**src/rtl/spi_slave_pkg.sv**
```systemverilog
// Shared types and edge-selection helper for the SPI word slave.
package spi_slave_pkg;

    typedef enum logic {
        IDLE   = 1'b0,
        ACTIVE = 1'b1
    } state_t;

    typedef struct packed {
        logic sample_rise;
        logic shift_rise;
    } edge_sel_t;

    // Lead edge is the rise when SCLK idles low; CPHA moves sampling to the trail edge.
    function automatic edge_sel_t sel_edges(input logic cpol, input logic cpha);
        edge_sel_t sel;
        logic      lead_rise;
        lead_rise       = ~cpol;
        sel.sample_rise = cpha ? ~lead_rise : lead_rise;
        sel.shift_rise  = ~sel.sample_rise;
        return sel;
    endfunction

endpackage

```
**src/rtl/spi_slave_word_sync.sv**
```systemverilog
// One-bit multi-stage synchroniser with rise/fall strobes on the synchronised level.
module spi_sync_edge #(
    parameter int STAGES  = 2,
    parameter bit RST_VAL = 1'b0
) (
    input  logic clk_in,
    input  logic rst_n_in,
    input  logic d_in,
    output logic q_out,
    output logic rise_out,
    output logic fall_out
);

    logic [STAGES-1:0] sync_q;
    logic [STAGES-1:0] sync_d;
    logic              prev_q;
    logic              prev_d;

    always_comb begin
        sync_d = {sync_q[STAGES-2:0], d_in};
        prev_d = sync_q[STAGES-1];
    end

    always_ff @(posedge clk_in or negedge rst_n_in) begin
        if (!rst_n_in) begin
            sync_q <= {STAGES{RST_VAL}};
            prev_q <= RST_VAL;
        end else begin
            sync_q <= sync_d;
            prev_q <= prev_d;
        end
    end

    assign q_out    = sync_q[STAGES-1];
    assign rise_out = sync_q[STAGES-1] & ~prev_q;
    assign fall_out = ~sync_q[STAGES-1] & prev_q;

endmodule

```
**src/rtl/spi_slave_word.sv**
```systemverilog
// Full-duplex SPI slave: deserialises MOSI into words and serialises tx words onto MISO.
module spi_slave_word
    import spi_slave_pkg::*;
#(
    parameter int DATA_WIDTH  = 8,
    parameter int CPOL        = 0,
    parameter int CPHA        = 0,
    parameter int MSB_FIRST   = 1,
    parameter int SYNC_STAGES = 2
) (
    input  logic                  clk_in,
    input  logic                  rst_n_in,
    input  logic                  spi_sclk_in,
    input  logic                  spi_mosi_in,
    input  logic                  spi_cs_n_in,
    output logic                  spi_miso_out,
    output logic                  spi_miso_oe_out,
    output logic                  rx_rdy_out,
    output logic                  rx_first_out,
    output logic [DATA_WIDTH-1:0] rx_data_out,
    output logic                  tx_load_out,
    input  logic [DATA_WIDTH-1:0] tx_data_in,
    output logic                  frame_end_out
);

    localparam int        CW   = $clog2(DATA_WIDTH);
    localparam edge_sel_t ESEL = sel_edges(CPOL != 0, CPHA != 0);

    logic sclk_lvl_unused, sclk_rise, sclk_fall;
    logic mosi_s, mosi_rise_unused, mosi_fall_unused;
    logic cs_lvl_unused, cs_rise, cs_fall;

    spi_sync_edge #(.STAGES(SYNC_STAGES), .RST_VAL(CPOL != 0)) u_sync_sclk (
        .clk_in(clk_in), .rst_n_in(rst_n_in), .d_in(spi_sclk_in),
        .q_out(sclk_lvl_unused), .rise_out(sclk_rise), .fall_out(sclk_fall)
    );
    spi_sync_edge #(.STAGES(SYNC_STAGES), .RST_VAL(1'b0)) u_sync_mosi (
        .clk_in(clk_in), .rst_n_in(rst_n_in), .d_in(spi_mosi_in),
        .q_out(mosi_s), .rise_out(mosi_rise_unused), .fall_out(mosi_fall_unused)
    );
    spi_sync_edge #(.STAGES(SYNC_STAGES), .RST_VAL(1'b1)) u_sync_cs (
        .clk_in(clk_in), .rst_n_in(rst_n_in), .d_in(spi_cs_n_in),
        .q_out(cs_lvl_unused), .rise_out(cs_rise), .fall_out(cs_fall)
    );

    state_t                state_q, state_d;
    logic [CW-1:0]         bit_cnt_q, bit_cnt_d;
    logic                  first_q, first_d;
    logic [DATA_WIDTH-1:0] rx_sr_q, rx_sr_d;
    logic [DATA_WIDTH-1:0] tx_sr_q, tx_sr_d;
    logic [DATA_WIDTH-1:0] rx_data_q, rx_data_d;
    logic                  rx_rdy_q, rx_rdy_d;
    logic                  rx_first_q, rx_first_d;
    logic                  oe_q, oe_d;
    logic                  frame_end_q, frame_end_d;
    logic                  reload_q, reload_d;
    logic                  skip_q, skip_d;
    logic                  tx_load;
    logic                  sample_edge, shift_edge;
    logic [DATA_WIDTH-1:0] rx_shift, tx_shift;

    assign sample_edge = ESEL.sample_rise ? sclk_rise : sclk_fall;
    assign shift_edge  = ESEL.shift_rise  ? sclk_rise : sclk_fall;

    always_comb begin
        rx_shift = (MSB_FIRST != 0) ? {rx_sr_q[DATA_WIDTH-2:0], mosi_s}
                                    : {mosi_s, rx_sr_q[DATA_WIDTH-1:1]};
        tx_shift = (MSB_FIRST != 0) ? {tx_sr_q[DATA_WIDTH-2:0], 1'b0}
                                    : {1'b0, tx_sr_q[DATA_WIDTH-1:1]};
    end

    always_comb begin
        state_d     = state_q;
        bit_cnt_d   = bit_cnt_q;
        first_d     = first_q;
        rx_sr_d     = rx_sr_q;
        tx_sr_d     = tx_sr_q;
        rx_data_d   = rx_data_q;
        rx_rdy_d    = 1'b0;
        rx_first_d  = 1'b0;
        oe_d        = oe_q;
        frame_end_d = 1'b0;
        reload_d    = reload_q;
        skip_d      = skip_q;
        tx_load     = 1'b0;
        case (state_q)
            IDLE: begin
                if (cs_fall) begin
                    state_d   = ACTIVE;
                    tx_load   = 1'b1;
                    tx_sr_d   = tx_data_in;
                    bit_cnt_d = '0;
                    first_d   = 1'b1;
                    oe_d      = 1'b1;
                    reload_d  = 1'b0;
                    skip_d    = (CPHA != 0);
                end
            end
            ACTIVE: begin
                // CS release takes priority over any edge seen in the same cycle.
                if (cs_rise) begin
                    state_d     = IDLE;
                    frame_end_d = 1'b1;
                    oe_d        = 1'b0;
                end else begin
                    if (sample_edge) begin
                        rx_sr_d = rx_shift;
                        if (bit_cnt_q == CW'(DATA_WIDTH - 1)) begin
                            bit_cnt_d  = '0;
                            rx_rdy_d   = 1'b1;
                            rx_data_d  = rx_shift;
                            rx_first_d = first_q;
                            first_d    = 1'b0;
                            reload_d   = 1'b1;
                        end else begin
                            bit_cnt_d = bit_cnt_q + 1'b1;
                        end
                    end
                    if (shift_edge) begin
                        if (skip_q) begin
                            skip_d = 1'b0;
                        end else if (reload_q) begin
                            tx_load  = 1'b1;
                            tx_sr_d  = tx_data_in;
                            reload_d = 1'b0;
                        end else begin
                            tx_sr_d = tx_shift;
                        end
                    end
                end
            end
            default: state_d = IDLE;
        endcase
    end

    always_ff @(posedge clk_in or negedge rst_n_in) begin
        if (!rst_n_in) begin
            state_q     <= IDLE;
            bit_cnt_q   <= '0;
            first_q     <= 1'b0;
            rx_sr_q     <= '0;
            tx_sr_q     <= '0;
            rx_data_q   <= '0;
            rx_rdy_q    <= 1'b0;
            rx_first_q  <= 1'b0;
            oe_q        <= 1'b0;
            frame_end_q <= 1'b0;
            reload_q    <= 1'b0;
            skip_q      <= 1'b0;
        end else begin
            state_q     <= state_d;
            bit_cnt_q   <= bit_cnt_d;
            first_q     <= first_d;
            rx_sr_q     <= rx_sr_d;
            tx_sr_q     <= tx_sr_d;
            rx_data_q   <= rx_data_d;
            rx_rdy_q    <= rx_rdy_d;
            rx_first_q  <= rx_first_d;
            oe_q        <= oe_d;
            frame_end_q <= frame_end_d;
            reload_q    <= reload_d;
            skip_q      <= skip_d;
        end
    end

    assign spi_miso_out    = oe_q & ((MSB_FIRST != 0) ? tx_sr_q[DATA_WIDTH-1] : tx_sr_q[0]);
    assign spi_miso_oe_out = oe_q;
    assign rx_rdy_out      = rx_rdy_q;
    assign rx_first_out    = rx_first_q;
    assign rx_data_out     = rx_data_q;
    assign tx_load_out     = tx_load;
    assign frame_end_out   = frame_end_q;

endmodule

```
**config.mk**
```make
export PLATFORM = sky130hd
export DESIGN_NAME = spi_slave_word
export DESIGN_NICKNAME = d
export VERILOG_FILES = /design/src/rtl/spi_slave_pkg.sv /design/src/rtl/spi_slave_word_sync.sv /design/src/rtl/spi_slave_word.sv
export SDC_FILE = /design/constraint.sdc
export NUM_CORES = 1
export LEC_CHECK = 0
export BUFFER_PORTS_ARGS = -buffer_cell sky130_fd_sc_hd__buf_2
export CELL_PAD_IN_SITES_DETAIL_PLACEMENT = 0
export CELL_PAD_IN_SITES_GLOBAL_PLACEMENT = 1
export CORE_MARGIN = 3
export CORE_UTILIZATION = 29
export DETAILED_ROUTE_END_ITERATION = 6
export GPL_ROUTABILITY_DRIVEN = 0
export PLACE_DENSITY_LB_ADDON = 0.12
export RECOVER_POWER = 50
export SLEW_MARGIN = 10
export SYNTH_ARGS = -nofsm -noshare
export SYNTH_HDL_FRONTEND = slang
export SYNTH_SLANG_ARGS = --single-unit
```
**constraint.sdc**
```tcl
create_clock -name clk_in -period 2.1 [get_ports clk_in]
set_input_delay 0.21 -clock clk_in [delete_from_list [all_inputs] [get_ports clk_in]]
set_output_delay 0.21 -clock clk_in [all_outputs]
set_load 0.02 [all_outputs]
```
== Yosys cells after proc, flatten, opt, wreduce, memory -nomap -nowiden ==
Index checks and enable logic that the tools add are counted.

* Bits in registers: 42
* Bits of input ports: 13
* Output and inout port bits: 14
* Logic and storage cells: 92

* $add $sub $neg: 1
* Eq/ne operators: 8
* Muxes and demuxes: 47
* Bitwise logic cells: 11
* Reduce and logical (&&, ||, !) cells: 8

{| class="wikitable"
|+ Operators by type and width
! cell !! count
|-
| 2-to-1 mux 8 bit || 5
|-
| 2-to-1 mux 1 bit || 30
|-
| case mux 8 bit (2 select lines) || 1
|-
| 2-to-1 mux 3 bit || 4
|-
| case mux 1 bit (2 select lines) || 6
|-
| AND reduction 4 bit || 3
|-
| != test 2 bit, second input constant || 5
|-
| AND reduction 3 bit || 3
|-
| NOT 1 bit || 6
|-
| case mux 3 bit (2 select lines) || 1
|-
| AND 1 bit || 5
|-
| != test 2 x 1 -> 1 bit, second input constant || 2
|-
| AND reduction 2 bit || 2
|-
| adder 3 x 1 -> 3 bit, second input constant || 1
|-
| == test 3 bit, second input constant || 1
|}

== Logic depth before layout (Yosys ltp) ==
Gate-level depths: netlist of run 1.

* Word-level depth: 8
* Depth in mapped cells: 5
* Depth with buffers taken out: 4

== Modules after synthesis ==
Synthesis of run 1 repeated with hierarchy kept, for this count alone.

* Cells, all modules: 115
* Area, all modules: 1706.6 µm²

{| class="wikitable"
|+ By module, submodules not included
! module !! instances !! cells an instance !! area an instance (µm²) !! sequential area each (µm²)
|-
| spi_slave_word || 1 || 100 || 1432.6 || 825.8
|-
| spi_sync_edge at u_sync_mosi ... || 2 || 5 || 90.1 || 75.1
|-
| spi_sync_edge at u_sync_cs || 1 || 5 || 93.8 || 78.8
|}

== Least setup slack after synthesis of run 1 ==
Ideal clock, no wire load.

* Path type: reg2reg
* From: reg bit_cnt_q[0]
* To: reg rx_data_q[1] (netlist: rx_data_out[1])
* Arrival: 1403 ps
* Path slack: 572 ps
* Cell stages (with the launch flop): 6
* Buffers on the path: 1
* Period minus slack after synthesis: 1528 ps
* Cells stage by stage: dfrtp_1 > ha_1 > ha_1 > nand4_1 > buf_2 > mux2_2

* Longest elaborated chain between the ends: 2

{| class="wikitable"
|+ Ends and longest elaborated chain
! item !! line !! source
|-
| start: declaration || spi_slave_word.sv:47 || <nowiki>logic [CW-1:0] bit_cnt_q, bit_cnt_d;</nowiki>
|-
| start signal: assignment || spi_slave_word.sv:152 || <nowiki>bit_cnt_q <= bit_cnt_d;</nowiki>
|-
| == test 3 bit || spi_slave_word.sv:108 || <nowiki>if (bit_cnt_q == CW'(DATA_WIDTH - 1)) begin</nowiki>
|-
| AND reduction 4 bit (no source line) || -- ||
|-
| end signal: assignment || spi_slave_word.sv:156 || <nowiki>rx_data_q <= rx_data_d;</nowiki>
|-
| end: declaration || spi_slave_word.sv:51 || <nowiki>logic [DATA_WIDTH-1:0] rx_data_q, rx_data_d;</nowiki>
|}

No other way between the ends.
A chain may end at the register's enable or synchronous reset.

== Final worst setup path of run 1 ==
* From: reg u_sync_cs.sync_q[1]
* To: out tx_load_out

* Longest elaborated chain between the ends: 4
* Elaborated cells between the ends (all ways): 6
* Those cells by class: 3 x mux; 3 x bitwise

{| class="wikitable"
|+ Ends and longest elaborated chain
! item !! line !! source
|-
| start: declaration || spi_slave_word_sync.sv:14 || <nowiki>logic [STAGES-1:0] sync_q;</nowiki>
|-
| start signal: assignment || spi_slave_word_sync.sv:26 || <nowiki>sync_q <= {STAGES{RST_VAL}};</nowiki>
|-
| start signal: assignment || spi_slave_word_sync.sv:29 || <nowiki>sync_q <= sync_d;</nowiki>
|-
| NOT 1 bit || spi_slave_word_sync.sv:36 || <nowiki>assign fall_out = ~sync_q[STAGES-1] & prev_q;</nowiki>
|-
| AND 1 bit || spi_slave_word_sync.sv:36 ||
|-
| 2-to-1 mux 1 bit || spi_slave_word.sv:88 || <nowiki>if (cs_fall) begin</nowiki>
|-
| case mux 1 bit (2 select lines) (*) || spi_slave_word.sv:86 || <nowiki>case (state_q)</nowiki>
|-
| end: declaration || spi_slave_word.sv:21 || <nowiki>output logic tx_load_out,</nowiki>
|}

Mark *: on every way between the ends. The rest lies on a longest branch, timed or not.

==> results of run 1 <==
==> routing by layer <==
metal,vias to the layer above,wire length (um)
met5,-,0
met4,0,18
li1,472,-
met1,477,1440
met3,2,126
met2,16,1470
==> synthesized netlist by cell type, drive strengths merged <==
cell     n
nor2     4
dfrtp   38
and2b    2
or2b     1
inv      6
ha       2
mux2    29
nor2b    2
and2     1
nand2    2
nor3b    1
dfstp    3
buf      5
a41o     1
o21ai    4
nand3    1
or2      1
nand2b   3
mux2i    4
a21oi    1
o311ai   1
o211ai   2
nand4    1
a31o     2
==> worst reg2reg max path, cell delays in order (launching register included) <==
cell and delay [ns]:
dfstp_1 0.62, nand2b_1 0.21, a31o_1 0.26, buf_4 0.19, mux2_4 0.31
==> flip-flops by register name, summed over array words and instances (netlist names) <==
register            count
bit_cnt_q               3
first_q                 1
frame_end_out           1
reload_q                1
rx_data_out             8
rx_first_out            1
rx_rdy_out              1
rx_sr_q                 7
spi_miso_oe_out         1
state_q                 1
tx_sr_q                 8
u_sync_cs.prev_q        1
u_sync_cs.sync_q        2
u_sync_mosi.sync_q      2
u_sync_sclk.prev_q      1
u_sync_sclk.sync_q      2
==> kinds of logic (layout without fill, tap and decap cells) <==
logic type	Yosys count	count (layout)	synth area share (%)
AOI/OAI and AO/OA	11	11	4.49
DFF	41	41	60.6
adders and majority gates	2	2	1.47
buffers and inverters	11	47	3.68
muxes	33	33	23.1
and+or+nand+nor	19	19	6.63
==> how the worst max path moves through the flow <==
stage | to | slack, ns | cells after the start
after floorplan | rx_data_out[1] | 0.57 | 5
after global placement | rx_data_out[3] | 0.50 | 5
after detailed placement | rx_data_out[4] | 0.48 | 5
after CTS | tx_load_out | 0.39 | 3
after global routing | tx_load_out | 0.25 | 3
final | tx_load_out | 0.33 | 3
==> stage by stage <==
| stage | instance area (sq um) | power [mW] |
|---|---|---|
| 4_1_cts | 2020 | 2.10 |
| 6_report | 2000 | 2.05 |
| 3_5_place_dp | 1920 | 1.57 |
| 5_1_grt | 2000 | 2.19 |
| 2_1_floorplan | 1700 | 1.44 |
| 3_3_place_gp | 1920 | 1.54 |
==> power by group <==
group / total, mW / switching (mW) / internal [mW] / leakage, nW
Sequential: 1.09 / 0.114 / 0.977 / 0.512
Combinational: 0.449 / 0.180 / 0.269 / 0.417
Clock: 0.509 / 0.280 / 0.230 / 0.0439
==> timing repair <==
| action | CTS | global route |
|---|---|---|
| buffers inserted | 0 | 0 |
| hold endpoints to repair | 25 | 0 |
| hold buffers | 2 | 0 |
==> area by class of cell <==
cell class / instances / area, sq um
Timing Repair Buffer: 33 / 169
Clock inverter: 3 / 17.5
Tap cell: 72 / 90.1
Inverter: 6 / 22.5
Clock buffer: 5 / 68.8
Fill cell: 570 / 3570
Sequential cell: 41 / 1030
Multi-Input combinational cell: 65 / 607
==> impl_metrics.csv, run 1 <==
group,metric,value,unit
job,drv_cap,0,
finish,layout_common_cells,"dfrtp_1 (38), mux2_2 (22), buf_2 (14), clkbuf_1 (13), mux2_4 (7)",
grt,met3_usage,4.01,%
clocking,cts_tree,"yes",
finish,layout_commonest_cell,"dfrtp_1",
critical_path,critPathRequiredTime,1.89,ns
clocking,root_buffer,"clkbuf_8",
place,dpl.hpwl,2.20,mm
clocking,clk_latency,0.29,ns
synth,synth_cells,117,
synth,seq_area_frac_synth,60.6,%
synth,ys_seq_elements,41,
synth,yosysWarnings,0,
critical_path,slowest_delay,0.62,ns
timing,drv_slew,0,
floorplanning,die_w,82.5,um
synth,synth_cell_type_count,28,
critical_path,cp.arrival,1.56,ns
synth,postSynthAreaPerCell,14.5,sq um
critical_path,startpoint,"u_sync_cs.sync_q[1]",
synth,synthTopCellsByArea,"dfrtp_1 (56%), mux2_2 (15%), mux2_4 (6.2%)",
grt,grt_first_pass_wirelength,5.31,mm
hold_path,hp-start,"spi_mosi_in",
status,outcome,"finished, final reports clean",
critical_path,crit_path_top_delay_cell,"dfstp_1",
floorplanning,rows,27,
hold_path,hold_class,"in2reg",
timing,worst_slew_pin_slew,0.585,ns
power_and_ir_drop,p_per_area,1020,nW/um^2
hold_path,worstHoldEndpoint,"u_sync_mosi.sync_q[0]",
timing,max_slew_margin,61.0,%
timing,setup_viol,0,
grt,grt_pass1_vias,1049,
critical_path,critPathLaunchType,"register",
grt,grt-ovfl-total,0,
timing,finalSetupTns,0,ns
place,dp.cells,215,
timing,setup_slack,0.333,ns
power_and_ir_drop,peakVddDrop,0.309,mV
timing,whs,0.0225,ns
timing,finClkSkew,0.00123,ns
grt,grt_max_degree,27,
finish,final_nets,167,
route,vias,967,
clocking,clkSinkCount,41,
synth,netlist.area_leader.share,56.0,%
synth,synth_area_leader_cell,"dfrtp_1",
route,drt.antenna.violating_nets,0,
critical_path,ff2ff_setup_slack,0.41,ns
critical_path,cp_top_family,"flip-flops",
critical_path,cp_max_fo,7,
timing,grt_setup_unrepaired,"false",
grt,gr-max-usage-layer,"met2",
route,viasPerCell,4.30,
timing,fmax,566,MHz
critical_path,path_class,"reg2out",
clocking,cts-buffers-inserted,5,
critical_path,timing.rr.start,"u_sync_cs.sync_q[1]",
grt,grt_antenna_before_repair,0,
clocking,h-tree-depth,2,
grt,track_usage,10.6,%
route,routed_wl,3.06,mm
critical_path,cp-end-kind,"output port",
critical_path,rr_worst_depth,4,
route,first_pass_iters,4,
synth,syn-num-nets,132,
hold_path,min_path_cells,1,
floorplanning,dieArea,6810,sq um
grt,grtUsageMet2,15.2,%
route,wl_per_cell,13.6,um
route,drc,0,
timing,layout_min_cycle_time,1.77,ns
finish,drive_gt1_share,39.2,%
floorplanning,num_io_pins,27,
route,dr.first_iter.drc_count,30,
finish,diodes,0,
clocking,path_clk_slew,0.08,ns
place,port_buffers,26,
timing,hold_violations,0,
floorplanning,initial_utilization,30.5,%
finish,finish.utilization,36.0,%
place,dp_slack,0.481,ns
floorplanning,die-height,82.5,um
critical_path,path_cells,"nand2b_1 > a41o_1 > buf_2",
critical_path,regToRegEndpoint,"tx_sr_q[6]",
clocking,clock_path_buffers,2,
critical_path,crit_buf_inv,1,
power_and_ir_drop,p_leak,0.973,nW
synth,netlist_area,1700,sq um
finish,area_growth_syn_to_layout,18.0,%
grt,grtUsageMet1,14.3,%
finish,final_cells,225,
clocking,cts_resized,0,
timing,fin_crit_sh,84.2,%
floorplanning,design.core.area,5570,sq um
Power figures use the tool's default switching activity.
==> inputs of run 2 (changes only) <==
==> constraint.sdc (replaced) <==
create_clock -name clk_in -period 1.4 [get_ports clk_in]
set_input_delay 0.14 -clock clk_in [delete_from_list [all_inputs] [get_ports clk_in]]
set_output_delay 0.14 -clock clk_in [all_outputs]
set_load 0.02 [all_outputs]
==> run 2 against run 1 <==
  * The run now ends with negative setup slack left
  * Register-to-register slack lost 0.54 ns
  * Non-clock buffer count up 23
  * Power is 62% higher
  * First-iteration DRC count is 63% higher
  * Critical endpoint unchanged
  * Critical path type unchanged
  * Worst setup slack lost 0.54 ns
  * Clock skew grew 0.0023 ns
  * Clock-buffer cell count unchanged
  * Die area did not move
  * Largest power group unchanged
==> impl_metrics.csv, run 2 (same netlist as run 1, synthesis figures left out) <==
group,metric,value,unit
critical_path,cp_top_family,"flip-flops",
critical_path,crit_path_top_delay_cell,"dfstp_2",
timing,grt_setup_unrepaired,"true",
finish,layout_commonest_cell,"dfrtp_1",
hold_path,hold_class,"in2reg",
timing,fin_crit_sh,115,%
route,drc,0,
critical_path,critPathLaunchType,"register",
clocking,cts-buffers-inserted,5,
timing,worst_slew_pin_slew,0.472,ns
finish,area_growth_syn_to_layout,38.8,%
power_and_ir_drop,p_leak,1.21,nW
finish,diodes,0,
finish,layout_common_cells,"dfrtp_1 (37), buf_2 (24), buf_4 (18), mux2_4 (17), mux2_2 (12)",
power_and_ir_drop,p_per_area,1410,nW/um^2
timing,setup_slack,-0.210,ns
critical_path,cp.arrival,1.47,ns
place,dpl.hpwl,2.26,mm
clocking,clk_latency,0.29,ns
finish,finish.utilization,42.3,%
floorplanning,dieArea,6810,sq um
hold_path,hp-start,"tx_data_in[0]",
job,drv_cap,0,
grt,grt-ovfl-total,0,
critical_path,cp_max_fo,3,
clocking,h-tree-depth,2,
finish,multi_input_area,714,sq um
floorplanning,rows,27,
grt,grt_first_pass_wirelength,5.23,mm
finish,regArea,1030,sq um
timing,drv_slew,0,
finish,num-fill-cells,545,
timing,whs,0.0864,ns
route,drt.antenna.violating_nets,0,
critical_path,path_class,"reg2out",
timing,finClkSkew,0.00351,ns
finish,final_cells,249,
clocking,cts_tree,"yes",
critical_path,path_cells,"buf_6 > nor3b_2 > buf_4 > a41o_1 > buf_6",
timing,max_slew_margin,68.5,%
status,outcome,"complete, but fails checks",
place,dp.cells,230,
grt,track_usage,10.1,%
critical_path,crit_buf_inv,3,
critical_path,critPathRequiredTime,1.26,ns
clocking,path_clk_slew,0.08,ns
timing,fmax,621,MHz
timing,layout_min_cycle_time,1.61,ns
route,first_pass_iters,4,
critical_path,slowest_delay,0.57,ns
grt,grt_max_degree,26,
grt,grt_antenna_before_repair,0,
floorplanning,design.core.area,5570,sq um
route,dr.first_iter.drc_count,49,
finish,final_nets,191,
timing,setup_viol,23,
power_and_ir_drop,peakVddDrop,0.552,mV
critical_path,timing.rr.start,"u_sync_cs.sync_q[1]",
clocking,clock_path_buffers,2,
route,wl_per_cell,12.8,um
grt,grt_pass1_vias,1116,
critical_path,crit_path_frequent_cell,"buf_6",
floorplanning,initial_utilization,30.5,%
critical_path,cp-end-kind,"output port",
route,routed_wl,3.18,mm
clocking,root_buffer,"clkbuf_8",
floorplanning,die_w,82.5,um
floorplanning,die-height,82.5,um
route,viasPerCell,4.32,
finish,drive_gt1_share,58.2,%
route,vias,1075,
clocking,clkSinkCount,41,
floorplanning,num_io_pins,27,
timing,hold_violations,0,
critical_path,startpoint,"u_sync_cs.sync_q[1]",
status,violations,"negative setup slack",
place,port_buffers,26,
-- run 2: what timing repair did --
action | 4_1_cts | 5_1_grt
buffers inserted | 3 | 3
setup endpoints to repair | 26 | 28
gates resized for setup | 9 | 22
cloned | 0 | 2
hold buffers | 4 | 0
endpoints found under the hold margin | 16 | 0
pin swaps | 1 | 2
-- run 2: area by class of cell --
type                       instances  area share, %
sequential                        41           43.7
clock inverter                     3          0.902
clock buffer                       5           2.92
tap                               72           3.82
inverter                           6          0.955
timing repair buffer              56           17.4
multi-input combinational         66           30.3
-- run 2: routing by layer --
metal	share of wire [%]	vias up	global-route usage [%]
met5	0	-	0
met4	0.63	0	3.92
met3	3.2	2	2.93
met2	48	15	15.9
met1	48	535	13.2
li1	-	523	-
-- run 2: power by group --
group          leakage (nW)  total [mW]  switching, mW  internal, mW
logic                 0.653       0.902          0.319         0.583
registers             0.512        1.65          0.180          1.47
clock network        0.0445       0.769          0.416         0.353
-- run 2: per-stage QoR --
stage | worst slack, ns | instance area (sq um) | TNS [ns] | total power, mW
floorplan | -0.0538 | 1720 | -0.716 | 2.17
global placement | -0.119 | 2060 | -2.40 | 2.40
detailed placement | -0.175 | 2060 | -3.27 | 2.43
CTS | -0.229 | 2240 | -3.58 | 3.27
global route | -0.258 | 2360 | -2.94 | 3.55
finish | -0.210 | 2360 | -2.01 | 3.32
-- run 2: worst min-delay path: cells and delay by family --
family,cells,cell delay [ns]
buffers and inverters,1,0.09
multiplexers,1,0.06
AND/OR/NAND/NOR,1,0.04
-- run 2: path summary, 6_finish.rpt --
path	end	slack, ns	depth (start not counted)
setup / recovery	tx_load_out	-0.21	5
hold / removal	tx_sr_q[0]	0.09	3
setup reg to reg	rx_data_out[2]	-0.13	5
hold reg to reg	u_sync_sclk.sync_q[1]	0.36	0
max in group asynchronous	rx_data_out[3]	0.58	3
min in group asynchronous	rx_first_out	0.33	2
==> inputs of run 3 (changes only) <==
--- a/config.mk
+++ b/config.mk
@@ -8,12 +8,14 @@
 export BUFFER_PORTS_ARGS = -buffer_cell sky130_fd_sc_hd__buf_2
 export CELL_PAD_IN_SITES_DETAIL_PLACEMENT = 0
 export CELL_PAD_IN_SITES_GLOBAL_PLACEMENT = 1
+export CORE_ASPECT_RATIO = 1.75
 export CORE_MARGIN = 3
 export CORE_UTILIZATION = 29
 export DETAILED_ROUTE_END_ITERATION = 6
 export GPL_ROUTABILITY_DRIVEN = 0
 export PLACE_DENSITY_LB_ADDON = 0.12
 export RECOVER_POWER = 50
+export SETUP_SLACK_MARGIN = 0.2
 export SLEW_MARGIN = 10
 export SYNTH_ARGS = -nofsm -noshare
 export SYNTH_HDL_FRONTEND = slang
==> run 3 against run 2 <==
  * Wire length is 1.5% higher
  * Clock power is 3.9% lower
  * Hold slack better by 0.017 ns
  * The run still ends with negative setup slack left
  * Largest cell class unchanged
  * Cell area is 0.27% higher
  * Register-to-register slack worse by 0.03 ns
  * Power is 1.3% lower
  * Sequential power hardly changed
==> impl_metrics.csv, run 3 (same netlist as run 1, synthesis figures left out) <==
group,metric,value,unit
status,outcome,"complete, but fails checks",
status,violations,"negative setup slack",
timing,finClkSkew,0.00556,ns
finish,layout_common_cells,"dfrtp_1 (37), buf_2 (25), buf_4 (18), mux2_4 (15), mux2_2 (14)",
finish,finish.utilization,42.0,%
floorplanning,design.core.area,5630,sq um
hold_path,hp-start,"tx_data_in[0]",
timing,fmax,640,MHz
floorplanning,rows,36,
grt,grt-ovfl-total,0,
timing,finalSetupTns,-2.35,ns
place,port_buffers,26,
clocking,clkSinkCount,41,
floorplanning,num_io_pins,27,
timing,drv_slew,0,
grt,track_usage,10.6,%
hold_path,min_path_cells,3,
route,wl_per_cell,12.7,um
finish,drive_gt1_share,59.2,%
critical_path,cp_max_fo,9,
finish,final_nets,193,
route,vias,1107,
power_and_ir_drop,p_leak,1.20,nW
critical_path,path_class,"reg2reg",
route,drc,0,
finish,area_growth_syn_to_layout,39.2,%
route,drt.antenna.violating_nets,0,
timing,setup_slack,-0.163,ns
route,dr.first_iter.drc_count,14,
timing,grt_setup_unrepaired,"true",
critical_path,cp.arrival,1.74,ns
timing,layout_min_cycle_time,1.56,ns
critical_path,critPathLaunchType,"register",
grt,grt_max_degree,42,
grt,grt_first_pass_wirelength,5.56,mm
finish,layout_commonest_cell,"dfrtp_1",
route,routed_wl,3.23,mm
timing,max_slew_margin,66.1,%
power_and_ir_drop,p_total,3.27,mW
clocking,cts-buffers-inserted,5,
finish,diodes,0,
timing,setup_viol,24,
route,viasPerCell,4.34,
critical_path,critPathRequiredTime,1.57,ns
floorplanning,dieArea,6850,sq um
timing,hold_violations,0,
critical_path,startpoint,"u_sync_cs.sync_q[1]",
clocking,clk_latency,0.29,ns
clocking,clock_path_buffers,2,
power_and_ir_drop,p_per_area,1380,nW/um^2
clocking,cts_tree,"yes",
timing,worst_slew_pin_slew,0.508,ns
critical_path,ff2ff_setup_slack,-0.16,ns
timing,fin_crit_sh,112,%
clocking,h-tree-depth,2,
critical_path,cp-end-kind,"register",
clocking,path_clk_slew,0.07,ns
grt,grt_pass1_vias,1182,
grt,grt_antenna_before_repair,0,
place,dp.cells,233,
critical_path,regToRegEndpoint,"tx_sr_q[5]",
route,first_pass_iters,4,
power_and_ir_drop,peakVddDrop,0.586,mV
finish,final_cells,255,
job,drv_cap,0,
floorplanning,initial_utilization,30.2,%
critical_path,rr_worst_depth,5,
place,place_area,2080,sq um
critical_path,crit_path_end,"tx_sr_q[5]",
hold_path,hold_class,"in2reg",
floorplanning,die_w,63.9,um
finish,stdcell_area,2360,sq um
floorplanning,die-height,107,um
critical_path,timing.rr.start,"u_sync_cs.sync_q[1]",
place,dpl.hpwl,2.17,mm
clocking,root_buffer,"clkbuf_8",
==> run 3: changes by cell type in the layout (fill, tap and decap cells not counted), sizes merged <==
| cell | change |
|---|---|
| inv | -1 |
| buf | +3 |
| nand3 | -1 |
| clkinv | +1 |
==> run 3: stage by stage <==
stage	hold WS, ns	worst slack (ns)
after floorplan	-0.156	-0.0538
after global placement	0.233	-0.116
after detailed placement	0.240	-0.127
after CTS	0.0960	-0.167
after global routing	0.104	-0.204
final	0.104	-0.163
==> run 3: worst min path at each step <==
| stage | to | slack, ns |
|---|---|---|
| 2_1_floorplan | bit_cnt_q[0] | -0.16 |
| 3_3_place_gp | rx_data_out[5] | 0.23 |
| 3_5_place_dp | rx_data_out[5] | 0.24 |
| 4_1_cts | tx_sr_q[0] | 0.1 |
| 5_1_grt | tx_sr_q[0] | 0.10 |
| 6_report | tx_sr_q[0] | 0.10 |
==> run 3: timing repair <==
item                                    in CTS  in global routing
setup buffers                                3                  6
pin swaps                                    5                  9
hold buffers                                 4                  0
hold endpoints to repair                    41                  0
endpoints found under the setup margin      30                 31
cloned                                       1                  0
resized for setup                           20                  3
==> run 3: area by class of cell <==
class | count | area (sq um)
inverter | 6 | 22.5
multi-input combinational | 65 | 681
sequential | 41 | 1030
fill | 546 | 3270
timing repair buffer | 59 | 449
clock inverter | 3 | 17.5
tap | 76 | 95.1
clock buffer | 5 | 68.8
==> run 3: power by group <==
part,leakage (nW),switching (mW),internal (mW)
logic,0.647,0.314,0.569
clock network,0.0439,0.395,0.344
registers,0.512,0.185,1.47
total,1.20,0.894,2.38
==> run 3: critical path, cell delays in order (launching register included) <==
cell and delay, ns:
dfstp_2 0.58, nand2b_4 0.08, buf_4 0.15, a31o_1 0.20
buf_12 0.15, mux2_4 0.29
==> run 3: metal layers <==
layer / wire [um] / track usage (%) / part of all wire, % / up-vias
li1: - / - / - / 522
met1: 1360 / 11.8 / 42 / 554
met2: 1680 / 18.4 / 52 / 27
met3: 151 / 3.34 / 4.7 / 4
met4: 43 / 4.64 / 1.3 / 0
met5: 0 / 0 / 0 / -
